--- src/rtl/hazard_ctrl.sv ---
// hazard_ctrl: stall/flush/pc-select sequencing for load-use, taken branches and multi-cycle execute ops.
module hazard_ctrl #(
  parameter int IDX_W   = 5,
  parameter int TIMEOUT = 64,
  parameter int CNT_W   = 16
) (
  input  logic             clk,
  input  logic             rst,
  input  logic [IDX_W-1:0] i_d_rs1,
  input  logic [IDX_W-1:0] i_d_rs2,
  input  logic             i_d_rs1_used,
  input  logic             i_d_rs2_used,
  input  logic [IDX_W-1:0] i_e_w_idx,
  input  logic             i_e_wb_en,
  input  logic             i_e_is_load,
  input  logic             i_e_br_taken,
  input  logic             i_e_mc_req,
  input  logic             i_mc_done,
  output logic             o_mc_start,
  output logic             o_stall_f,
  output logic             o_stall_d,
  output logic             o_stall_e,
  output logic             o_flush_d,
  output logic             o_flush_e,
  output logic             o_pc_sel,
  output logic             o_mc_busy,
  output logic             o_mc_err,
  output logic [CNT_W-1:0] o_stall_cnt
);
  localparam logic RUN     = 1'b0;
  localparam logic MC_WAIT = 1'b1;
  localparam int   TW      = $clog2(TIMEOUT);
  logic             state_q, state_d;
  logic [TW-1:0]    timer_q, timer_d;
  logic             err_q, err_d;
  logic [CNT_W-1:0] cnt_q, cnt_d;
  logic load_use, in_run, in_wait, start, br, lu, wait_stall, tmo;
  assign load_use = i_e_is_load & i_e_wb_en & (i_e_w_idx != '0) &
                    ((i_d_rs1_used & (i_d_rs1 == i_e_w_idx)) | (i_d_rs2_used & (i_d_rs2 == i_e_w_idx)));
  // Gating with rst forces every control low while reset is held.
  assign in_run     = rst & (state_q == RUN);
  assign in_wait    = rst & (state_q == MC_WAIT);
  assign start      = in_run & i_e_mc_req;
  assign br         = in_run & ~i_e_mc_req & i_e_br_taken;
  assign lu         = in_run & ~i_e_mc_req & ~i_e_br_taken & load_use;
  assign wait_stall = in_wait & ~i_mc_done;
  assign tmo        = wait_stall & (timer_q == TW'(TIMEOUT - 1));
  assign o_mc_start  = start;
  assign o_stall_f   = start | lu | wait_stall;
  assign o_stall_d   = start | lu | wait_stall;
  assign o_stall_e   = start | wait_stall;
  assign o_flush_d   = br;
  assign o_flush_e   = br | lu;
  assign o_pc_sel    = br;
  assign o_mc_busy   = in_wait;
  assign o_mc_err    = err_q;
  assign o_stall_cnt = cnt_q;
  always_comb begin
    state_d = start ? MC_WAIT : (in_wait & (i_mc_done | tmo)) ? RUN : state_q;
    timer_d = start ? '0 : wait_stall ? timer_q + TW'(1) : timer_q;
    err_d   = err_q | tmo;
    cnt_d   = (o_stall_f & ~&cnt_q) ? cnt_q + CNT_W'(1) : cnt_q;
  end
  always_ff @(posedge clk or negedge rst) begin
    if (!rst) begin
      state_q <= RUN;
      timer_q <= '0;
      err_q   <= 1'b0;
      cnt_q   <= '0;
    end else begin
      state_q <= state_d;
      timer_q <= timer_d;
      err_q   <= err_d;
      cnt_q   <= cnt_d;
    end
  end
endmodule

--- config.mk ---
export PLATFORM = sky130hd
export DESIGN_NAME = hazard_ctrl
export DESIGN_NICKNAME = d
export VERILOG_FILES = /design/src/rtl/hazard_ctrl.sv
export SDC_FILE = /design/constraint.sdc
export NUM_CORES = 1
export LEC_CHECK = 0
export ABC_AREA = 1
export CAP_MARGIN = 25
export CORE_MARGIN = 2
export CORE_UTILIZATION = 51
export CTS_BUF_LIST = sky130_fd_sc_hd__clkbuf_8 sky130_fd_sc_hd__clkbuf_16
export DETAILED_ROUTE_END_ITERATION = 12
export PLACE_DENSITY = 0.86
export SLEW_MARGIN = 20
export SYNTH_ARGS = -nofsm -noshare
export SYNTH_HDL_FRONTEND = slang
export SYNTH_SLANG_ARGS = --single-unit
--- constraint.sdc ---
create_clock -name clk -period 3.3 [get_ports clk]
set_input_delay 0.66 -clock clk [delete_from_list [all_inputs] [get_ports clk]]
set_output_delay 0.66 -clock clk [all_outputs]
set_load 0.005 [all_outputs]
==> key figures, run 1 <==
Drt
  – Residual DRC count: 0
  – Vias: 1580
  – ANT nets after route: 0
  – Routed vias/inst: 4.788
  – DR WL/cell: 10.57 um
  – Pre-antenna DRT Iters: 4
  – Detailed Route WL: 3.487 mm
  – Iter 0 DRT Violations: 58

Floorplan
  – Initial core utilization: 53.69%
  – IO Pins: 49
  – # rows: 20
  – Die height: 60.69 um
  – Die X: 60.69 um
  – Die ar.: 3683 um^2
  – Core area: 3053 um^2

Layout
  – Most frequent cells in the layout: 82 x nand2_1, 48 x clkdlybuf4s50_1, 27 x nand3_1, 26 x inv_1, 24 x dfrtp_1
  – Final Instance Area: 2200 um^2
  – Filler cells: 257
  – Syn-to-layout area delta: 34.20%
  – Most common cell after layout, fill and taps aside: nand2_1
  – Share of post-route cells with drive strength above 1: 8.741%
  – Nets: 314
  – Diodes inserted: 0

STA
  – RSZ-0062 raised after global routing: false
  – Final setup violation count: 0
  – Setup Skew: 0.007512 ns
  – Final hold vios: 0
  – Minimum clock period: 3.056 ns
  – Count of pins over their slew limit: 0
  – Worst-margin pin slew: 0.3200 ns
  – Relative slew slack: 78.55%
  – Setup TNS: 0 ns
  – Fin crit share: 92.61%
  – Fmax: 0.3272 GHz

Power
  – Leakage power: 0.001087 uW
  – Power Density: 413.7 nW/um^2
  – Worst vdd rail ir drop: 344.1 uV

Critical path
  – Largest fanout on the critical path: 4
  – Reg2Reg Setup Slack: 1.47 ns
  – Crit-path most repeated cell: clkdlybuf4s50_1
  – CP max-delay cell: clkdlybuf4s50_1
  – CP endpoint kind: output port
  – Crit-path cells: clkdlybuf4s50_1 -> inv_1 -> nor3_1 -> nand4_1 -> nor2_1 -> nand2_1 -> o21ai_0 -> clkdlybuf4s50_1
  – WS Path Type: input port to output port
  – Crit path DAT: 2.40 ns
  – Delay-heaviest family, CP: buffers and inverters
  – CP Launch Type: input port
  – Critical path buffer and inverter count: 3
  – Crit path largest cell delay: 0.52 ns
  – WP data required: 2.64 ns

CTS
  – Clk sinks: 24
  – Hold Buf Count CTS: 0
  – Root buf cell: clkbuf_8
  – Post-CTS resize count: 0
  – CTS Buffer Depth: 2
  – Post-CTS setup repair buffer count: 0
  – Worst-path clk slew: 0.07 ns
  – Cts bufs inserted: 3
  – Clk_lat worst skew: 0.26 ns
  – CTS tree: done
  – H-tree depth: 1

Synth
  – Synthesis-stage register bit count: 24
  – Sequential cell area fraction in the yosys report: 36.64%
  – Asr flop ratio synth: 100.0%
  – Post-synth top area share: 36.64%
  – Dominant cell type by area after synthesis: dfrtp_1
  – Number of library cell types mapped by synthesis: 24
  – Syn Area/Cell: 6.916 um^2
  – Syn Nets: 263
  – Top_reg_cell synth: dfrtp_1
  – Warnings from Yosys: 0
  – Cells after Synth: 237
  – Post-synth EDFFs: 0
  – Synth top area cells: dfrtp_1 37%, nand2_1 19%, nand3_1 8.2%, inv_1 6.0%, nor2_1 4.6%
  – Synthesized area: 1639 um^2

Run status
  – Status: complete, no violations

Global routing
  – Number of global-route vias before repair: 1408
  – Largest net degree at the start of global routing: 18
  – Gr ovfl total: 0
  – First-pass GRT wire length: 5.934 mm
  – Initial antenna violation count: 0
  – Total GRT Usage: 21.01%

Place
  – Dpl cell area: 2158 um^2
  – Port buffer count: 48
  – DP HPWL: 2.721 mm
  – RePlAce Congestion: 0.8156

Run
  – Max Cap Violations: 0

Min path
  – Min-Delay Path Class: flop to flop
==> worst min-delay path: cells and delay by family, from the launching register on <==
kind	cells	cell delay, ns
simple gates	1	0.06
flops	1	0.36
buf+inv	1	0.05
==> state kept, by name, indices dropped and copies added (netlist names) <==
signal	cells
o_stall_cnt	16
timer_q	6
o_mc_err	1
state_q	1
==> final timing paths <==
kind                                      from         endpoint  cells past startpoint
worst max-delay path                       rst        o_flush_e                      8
worst min-delay path                  o_mc_err         o_mc_err                      2
worst max register to register  o_stall_cnt[0]  o_stall_cnt[14]                      9
worst min register to register        o_mc_err         o_mc_err                      2
max in group asynchronous                  rst   o_stall_cnt[2]                      2
min in group asynchronous                  rst   o_stall_cnt[6]                      2
==> cell type report <==
type / count / area, um^2 / share of cell area [%]
Inverter: 33 / 123.9 / 5.631
Sequential cell: 24 / 600.6 / 27.30
Clock buffer: 3 / 41.29 / 1.877
Tap cell: 44 / 55.05 / 2.503
Timing Repair Buffer: 51 / 503.0 / 22.87
Multi-Input combinational cell: 175 / 875.8 / 39.82
==> metrics by stage <==
| stage | total power [uW] | cells | utilization [%] | setup slack [ns] | hold WS, ns |
|---|---|---|---|---|---|
| after floorplan | 591.2 | 237 | - | 1.086 | 0.3644 |
| after global routing | 972.5 | 330 | 72.05 | 0.1500 | 0.5177 |
| after global placement | 741.9 | 327 | 70.70 | 0.2703 | 0.4522 |
| after detailed placement | 748.1 | 327 | 70.70 | 0.2315 | 0.4876 |
| final | 909.9 | 330 | 72.05 | 0.2437 | 0.4961 |
| after CTS | 916.1 | 330 | 72.05 | 0.2379 | 0.5063 |
==> where the power goes <==
part	leakage (uW)	total, uW	switching [uW]	internal [uW]
Sequential	0.000319	412	65.7	346
Combinational	0.000747	331	155	176
Clock	0.0000216	167	85.5	81.5
==> routing by layer <==
| metal | vias to the layer above | track usage, % | wire (um) |
|---|---|---|---|
| met4 | 0 | 6.522 | 40 |
| met1 | 705 | 28.71 | 1728 |
| met3 | 5 | 2.559 | 188 |
| met2 | 33 | 35.02 | 1529 |
| li1 | 837 | - | - |
| met5 | - | 0 | 0 |
==> kinds of logic (layout without fill, tap and decap cells) <==
| group | Yosys count | in the layout | share of synthesized area, % |
|---|---|---|---|
| simple gates | 148 | 148 | 41.30 |
| fa+ha+maj | 2 | 2 | 1.526 |
| flops | 24 | 24 | 36.64 |
| compound gates | 13 | 13 | 4.199 |
| xor+xnor | 12 | 12 | 6.412 |
| buf+inv | 38 | 87 | 9.923 |
==> cell usage after synthesis (all sizes together) (2+ instances only) <==
cell and instances:
nand2 87, inv 33, nand3 27, dfrtp 24, nor2 23, a21oi 6, o21ai 6, xnor2 6
xor2 6, buf 5, nor3 5, nand4 4, ha 2
Power figures use the tool's default switching activity.
==> inputs of run 2 (changes only) <==
--- a/config.mk
+++ b/config.mk
@@ -8,10 +8,10 @@
 export ABC_AREA = 1
 export CAP_MARGIN = 25
 export CORE_MARGIN = 2
-export CORE_UTILIZATION = 51
+export CORE_UTILIZATION = 50
 export CTS_BUF_LIST = sky130_fd_sc_hd__clkbuf_8 sky130_fd_sc_hd__clkbuf_16
 export DETAILED_ROUTE_END_ITERATION = 12
-export PLACE_DENSITY = 0.86
+export PLACE_DENSITY = 0.84
 export SLEW_MARGIN = 20
 export SYNTH_ARGS = -nofsm -noshare
 export SYNTH_HDL_FRONTEND = slang
==> run 2 against run 1 <==
Compared with the run above: worst setup slack improved by 0.0048 ns; fmax increased by 0.16%; die area increased by 1.9%.
==> key figures, run 2 (same netlist as run 1, synthesis figures left out) <==
Run status
  – Status: complete, no violations

Drt
  – Detailed Route WL: 3.657 mm (+4.9%)
  – Residual DRC count: 0 (unchanged)
  – Routed vias/inst: 4.858 (+1.5%)
  – DR WL/cell: 11.08 um (+4.9%)
  – Iter 0 DRT Violations: 82 (+41%)
  – Vias: 1603 (+1.5%)
  – ANT nets after route: 0 (unchanged)
  – Pre-antenna DRT Iters: 4 (unchanged)

Global routing
  – Largest net degree at the start of global routing: 23 (+5)
  – GR met3 Demand/Resource: 4.622% (+2.1 points)
  – Total GRT Usage: 21.27% (+0.26 points)
  – Global-route layer with the greatest usage: met2
  – Met2 Use GR: 33.89% (-1.1 points)
  – Initial antenna violation count: 0 (unchanged)
  – First-pass GRT wire length: 6.016 mm (+1.4%)
  – Number of global-route vias before repair: 1451 (+3.1%)
  – Gr ovfl total: 0 (unchanged)
  – M1 GR Usage: 28.80% (+0.093 points)

CTS
  – Post-CTS resize count: 0 (unchanged)
  – CTS Buffer Depth: 2 (unchanged)
  – Post-CTS setup repair buffer count: 0 (unchanged)
  – Hold Buf Count CTS: 0 (unchanged)
  – Cts bufs inserted: 3 (unchanged)
  – Clk sinks: 24 (unchanged)
  – Clk_lat worst skew: 0.27 ns (about the same)
  – Root buf cell: clkbuf_8
  – CTS tree: done
  – Worst-path clk slew: 0.08 ns (about the same)
  – H-tree depth: 1 (unchanged)

Floorplan
  – Die ar.: 3752 um^2 (+1.9%)
  – Die X: 61.26 um (+0.93%)
  – Initial core utilization: 53.25% (-0.44 points)
  – # rows: 20 (unchanged)
  – Core area: 3078 um^2 (+0.82%)
  – IO Pins: 49 (unchanged)
  – Die height: 61.26 um (+0.93%)

Min path
  – Min-Delay Path Class: flop to flop
  – Hold Startpoint: o_mc_err
  – Hold EP: o_mc_err
  – Worst Hold Path Cells: 2 (unchanged)

Critical path
  – Launch point of the critical path: rst
  – CP endpoint kind: output port
  – CP Launch Type: input port
  – Crit path DAT: 2.39 ns (about the same)
  – CP max-delay cell: clkdlybuf4s50_1
  – Largest fanout on the critical path: 6 (+2)
  – Reg2reg path depth: 9 (unchanged)
  – Crit-path cells: clkdlybuf4s50_1 -> inv_1 -> nor3_2 -> inv_2 -> nand2_1 -> inv_2 -> nand2_4 -> clkdlybuf4s50_1
  – Reg2Reg Setup Slack: 1.45 ns (-0.02 ns)
  – R2r endpoint: o_stall_cnt[13]
  – WS Path Type: input port to output port
  – Crit path largest cell delay: 0.56 ns (+0.04 ns)
  – FF-to-FF Start: o_stall_cnt[0]
  – WP data required: 2.64 ns (about the same)

STA
  – Setup TNS: 0 ns (unchanged)
  – Minimum clock period: 3.052 ns (-0.004752 ns)
  – Final hold vios: 0 (unchanged)
  – Relative slew slack: 77.18% (-1.4 points)
  – Worst-margin pin slew: 0.3404 ns (+0.02033 ns)
  – Fmax: 0.3277 GHz (+0.16%)
  – Setup Skew: 0.009516 ns (+0.002003 ns)
  – Count of pins over their slew limit: 0 (unchanged)
  – RSZ-0062 raised after global routing: false
  – Final setup violation count: 0 (unchanged)
  – Fin crit share: 92.47% (-0.14 points)

Power
  – Leakage power: 0.001091 uW (+0.31%)
  – Worst vdd rail ir drop: 429.2 uV (+25%)
  – Power Density: 428.1 nW/um^2 (+3.5%)

Place
  – RePlAce Congestion: 0.8368 (+2.6%)
  – DP HPWL: 2.774 mm (+2.0%)
  – Port buffer count: 48 (unchanged)

Layout
  – Most common cell after layout, fill and taps aside: nand2_1
  – Layout Utilization: 71.83% (-0.22 points)
  – Most frequent cells in the layout: 82 x nand2_1, 48 x clkdlybuf4s50_1, 27 x nand3_1, 26 x inv_1, 24 x dfrtp_1
  – Largest register FFs: 16 (unchanged)
  – Syn-to-layout area delta: 34.89%
  – Nets: 313 (-0.32%)
  – Diodes inserted: 0 (unchanged)
  – Share of post-route cells with drive strength above 1: 9.091% (+0.35 points)
  – Filler cells: 277 (+7.8%)

Run
  – Max Cap Violations: 0 (unchanged)
run 2: cell count changes in the layout (fill, tap and decap cells not counted):
cell	change
buf_4	-1
clkbuf_8	+1
nor3_1	-1
nor3_2	+1
run 2: where the power goes:
group / internal, uW / leakage (uW) / switching, uW
Sequential: 346 / 0.000319 / 66.6
Clock: 106 / 0.0000288 / 91.3
Combinational: 175 / 0.000743 / 160
Total: 628 / 0.00109 / 318
run 2: worst max-delay path: cells and delay by family:
kind / cells / cell delay [ns]
buf+inv: 5 / 1.33
simple gates: 3 / 0.41
run 2: per-layer routing:
layer  vias to the layer above  part of all wire (%)
met4                         0                   1.6
met5                         -                     0
met1                       709                    50
met2                        48                    43
met3                         8                   6.0
li1                        838                     -
run 2: cell type report:
cell class,count,area (um^2),share of cell area (%)
repair buffers,50,495.5,22.41
well taps,44,55.05,2.490
multi-input cells,175,880.8,39.84
inverters,33,123.9,5.603
clock buffers,4,55.05,2.490
flip-flops and latches,24,600.6,27.16
run 2: how the worst max path moves through the flow:
stage                      endpoint  slack [ns]  cells past startpoint
after global routing      o_flush_e        0.08                      8
after detailed placement  o_flush_e        0.18                      8
after floorplan           o_stall_f        1.09                      8
after CTS                 o_flush_e        0.18                      8
final                     o_stall_f        0.25                      8
after global placement    o_flush_e        0.23                      8
run 2: metrics by stage:
| step | hold WS, ns | std cells | cell area [um^2] | setup WS (ns) | power, uW |
|---|---|---|---|---|---|
| floorplan | 0.3644 | 237 | 1639 | 1.086 | 591.2 |
| global placement | 0.4487 | 326 | 2151 | 0.2315 | 743.1 |
| detailed placement | 0.4516 | 326 | 2151 | 0.1785 | 752.0 |
| CTS | 0.4716 | 330 | 2206 | 0.1767 | 949.4 |
| global route | 0.5105 | 330 | 2211 | 0.07527 | 1013 |
| finish | 0.4682 | 330 | 2211 | 0.2485 | 946.4 |
==> inputs of run 3 (changes only) <==
--- a/config.mk
+++ b/config.mk
@@ -9,9 +9,10 @@
 export CAP_MARGIN = 25
 export CORE_MARGIN = 2
 export CORE_UTILIZATION = 50
-export CTS_BUF_LIST = sky130_fd_sc_hd__clkbuf_8 sky130_fd_sc_hd__clkbuf_16
+export CTS_BUF_LIST = sky130_fd_sc_hd__clkbuf_4 sky130_fd_sc_hd__clkbuf_8 sky130_fd_sc_hd__clkbuf_16
 export DETAILED_ROUTE_END_ITERATION = 12
 export PLACE_DENSITY = 0.84
+export RECOVER_POWER = 50
 export SLEW_MARGIN = 20
 export SYNTH_ARGS = -nofsm -noshare
 export SYNTH_HDL_FRONTEND = slang
==> run 3 against run 2 <==
Compared with the run above: first-iteration DRC count down 30%; utilization decreased by 0.89 points; non-clock buffer count did not move; critical path depth stayed put; largest cell class unchanged; sequential cell count unchanged; clock skew up 0.0062 ns; die area stayed put; clock power is 23% lower; via count rose by 0.19%; wire length is 0.46% lower; final cell count stayed put; sequential share of layout area up 0.34 points.
==> key figures, run 3 (same netlist as run 1, synthesis figures left out) <==
Critical path
  – CP max-delay cell: clkdlybuf4s50_1
  – Crit-path cells: clkdlybuf4s50_1 -> inv_1 -> nor3_1 -> inv_2 -> nand2_1 -> inv_2 -> nand2_4 -> clkdlybuf4s50_1
  – Crit path largest cell delay: 0.55 ns (about the same)
  – Reg2reg path depth: 9 (unchanged)
  – CP endpoint kind: output port
  – Largest fanout on the critical path: 6 (unchanged)
  – Reg2Reg Setup Slack: 1.38 ns (-0.07 ns)
  – Critical path buffer and inverter count: 5 (unchanged)
  – WP data required: 2.64 ns (about the same)
  – FF-to-FF Start: o_stall_cnt[0]
  – Delay-heaviest family, CP: buffers and inverters
  – R2r endpoint: o_stall_cnt[10]
  – WS Path Type: input port to output port
  – Crit path DAT: 2.46 ns (+0.07 ns)
  – CP Launch Type: input port

Layout
  – Largest register FFs: 16 (unchanged)
  – Syn-to-layout area delta: 33.21%
  – Most common cell after layout, fill and taps aside: nand2_1
  – Diodes inserted: 0 (unchanged)
  – Share of post-route cells with drive strength above 1: 8.392% (-0.70 points)
  – Fin cells: 330 (unchanged)
  – Most frequent cells in the layout: 82 x nand2_1, 43 x clkdlybuf4s50_1, 27 x nand3_1, 26 x inv_1, 24 x dfrtp_1
  – Final Instance Area: 2183 um^2 (-1.2%)
  – Nets: 313 (unchanged)
  – Layout Utilization: 70.94% (-0.89 points)
  – Filler cells: 283 (+2.2%)

Drt
  – Iter 0 DRT Violations: 57 (-30%)
  – ANT nets after route: 0 (unchanged)
  – DR WL/cell: 11.03 um (-0.46%)
  – Pre-antenna DRT Iters: 4 (unchanged)
  – Residual DRC count: 0 (unchanged)
  – Routed vias/inst: 4.867 (+0.19%)
  – Vias: 1606 (+0.19%)
  – Detailed Route WL: 3.640 mm (-0.46%)

Global routing
  – Global-route layer with the greatest usage: met2
  – First-pass GRT wire length: 5.975 mm (-0.68%)
  – Gr ovfl total: 0 (unchanged)
  – M1 GR Usage: 28.44% (-0.36 points)
  – Number of global-route vias before repair: 1423 (-1.9%)
  – Met2 Use GR: 34.35% (+0.46 points)
  – Initial antenna violation count: 0 (unchanged)
  – GR met3 Demand/Resource: 3.992% (-0.63 points)
  – Total GRT Usage: 21.14% (-0.12 points)
  – Largest net degree at the start of global routing: 23 (unchanged)

CTS
  – Worst-path clk slew: 0.11 ns (+0.03 ns)
  – Post-CTS setup repair buffer count: 0 (unchanged)
  – Root buf cell: clkbuf_4
  – Clk sinks: 24 (unchanged)
  – Hold Buf Count CTS: 0 (unchanged)
  – Cts bufs inserted: 3 (unchanged)
  – H-tree depth: 1 (unchanged)
  – Clk_lat worst skew: 0.32 ns (+0.05 ns)
  – Post-CTS resize count: 0 (unchanged)
  – CTS tree: done
  – CTS Buffer Depth: 2 (unchanged)

Power
  – PnR Total Power: 900.5 uW (-4.9%)
  – Power Density: 412.4 nW/um^2 (-3.7%)
  – Leakage power: 0.001087 uW (-0.30%)
  – Worst vdd rail ir drop: 468.7 uV (+9.2%)

Floorplan
  – # rows: 20 (unchanged)
  – IO Pins: 49 (unchanged)
  – Die X: 61.26 um (unchanged)
  – Initial core utilization: 53.25% (unchanged)
  – Die height: 61.26 um (unchanged)
  – Die ar.: 3752 um^2 (unchanged)
  – Core area: 3078 um^2 (unchanged)

Place
  – Port buffer count: 48 (unchanged)
  – Placed cells: 326 (unchanged)
  – RePlAce Congestion: 0.8368 (unchanged)
  – Dpl cell area: 2151 um^2 (unchanged)
  – DP HPWL: 2.774 mm (unchanged)

STA
  – Final hold vios: 0 (unchanged)
  – Fin crit share: 94.68% (+2.2 points)
  – Count of pins over their slew limit: 0 (unchanged)
  – Relative slew slack: 24.11% (-53 points)
  – Setup Skew: 0.01570 ns (+0.006188 ns)
  – Worst-margin pin slew: 1.138 ns (+0.7980 ns)
  – Final setup violation count: 0 (unchanged)
  – RSZ-0062 raised after global routing: false
  – Fmax: 0.3201 GHz (-2.3%)
  – Minimum clock period: 3.124 ns (+0.07295 ns)
  – Setup TNS: 0 ns (unchanged)

Min path
  – Min-Delay Path Class: flop to flop
  – Hold Startpoint: o_mc_err
  – Hold EP: o_mc_err
  – Worst Hold Path Cells: 2 (unchanged)

Run status
  – Status: complete, no violations

Run
  – Max Cap Violations: 0 (unchanged)
## run 3: cell types whose count changed in the layout (fill, tap and decap cells not counted), sizes merged
| cell | before | now |
|---|---|---|
| clkdlybuf4s50 | 48 | 43 |
| clkbuf | 4 | 5 |
| dlygate4sd3 | 0 | 5 |
| buf | 2 | 1 |
## run 3: layout make-up
type	count	area, um^2	share of cell area, %
well taps	44	55.05	2.521
repair buffers	50	491.7	22.52
clock buffers	4	36.28	1.662
multi-input cells	175	875.8	40.11
inverters	33	123.9	5.673
flip-flops and latches	24	600.6	27.51
## run 3: worst max path at each step
stage | from | endpoint | slack, ns | cells after the start
after global placement | rst | o_flush_e | 0.23 | 8
final | rst | o_stall_f | 0.18 | 8
after detailed placement | rst | o_flush_e | 0.18 | 8
after CTS | rst | o_flush_e | 0.18 | 8
after global routing | rst | o_stall_d | 0.04 | 8
after floorplan | rst | o_stall_f | 1.09 | 8
## run 3: metal layers
| metal | wire length [um] | vias to the layer above |
|---|---|---|
| met1 | 1753 | 702 |
| met3 | 257 | 8 |
| met5 | 0 | - |
| met4 | 42 | 0 |
| met2 | 1587 | 56 |
| li1 | - | 840 |
## run 3: report_power, final
group	total (uW)	internal (uW)	switching, uW
Sequential	413	346	67.0
Combinational	335	172	163
Clock	153	67.5	85.1
## run 3: per-stage QoR
stage               setup slack, ns  hold WS [ns]
floorplan                     1.086        0.3644
global placement             0.2315        0.4487
detailed placement           0.1785        0.4516
CTS                          0.1767        0.4817
global route                0.04014        0.5170
finish                       0.1755        0.4686
## run 3: worst min-delay path, stage by stage (launching register included)
cell	delay, ns
dfrtp_1	0.35
inv_1	0.04
nand2_1	0.05
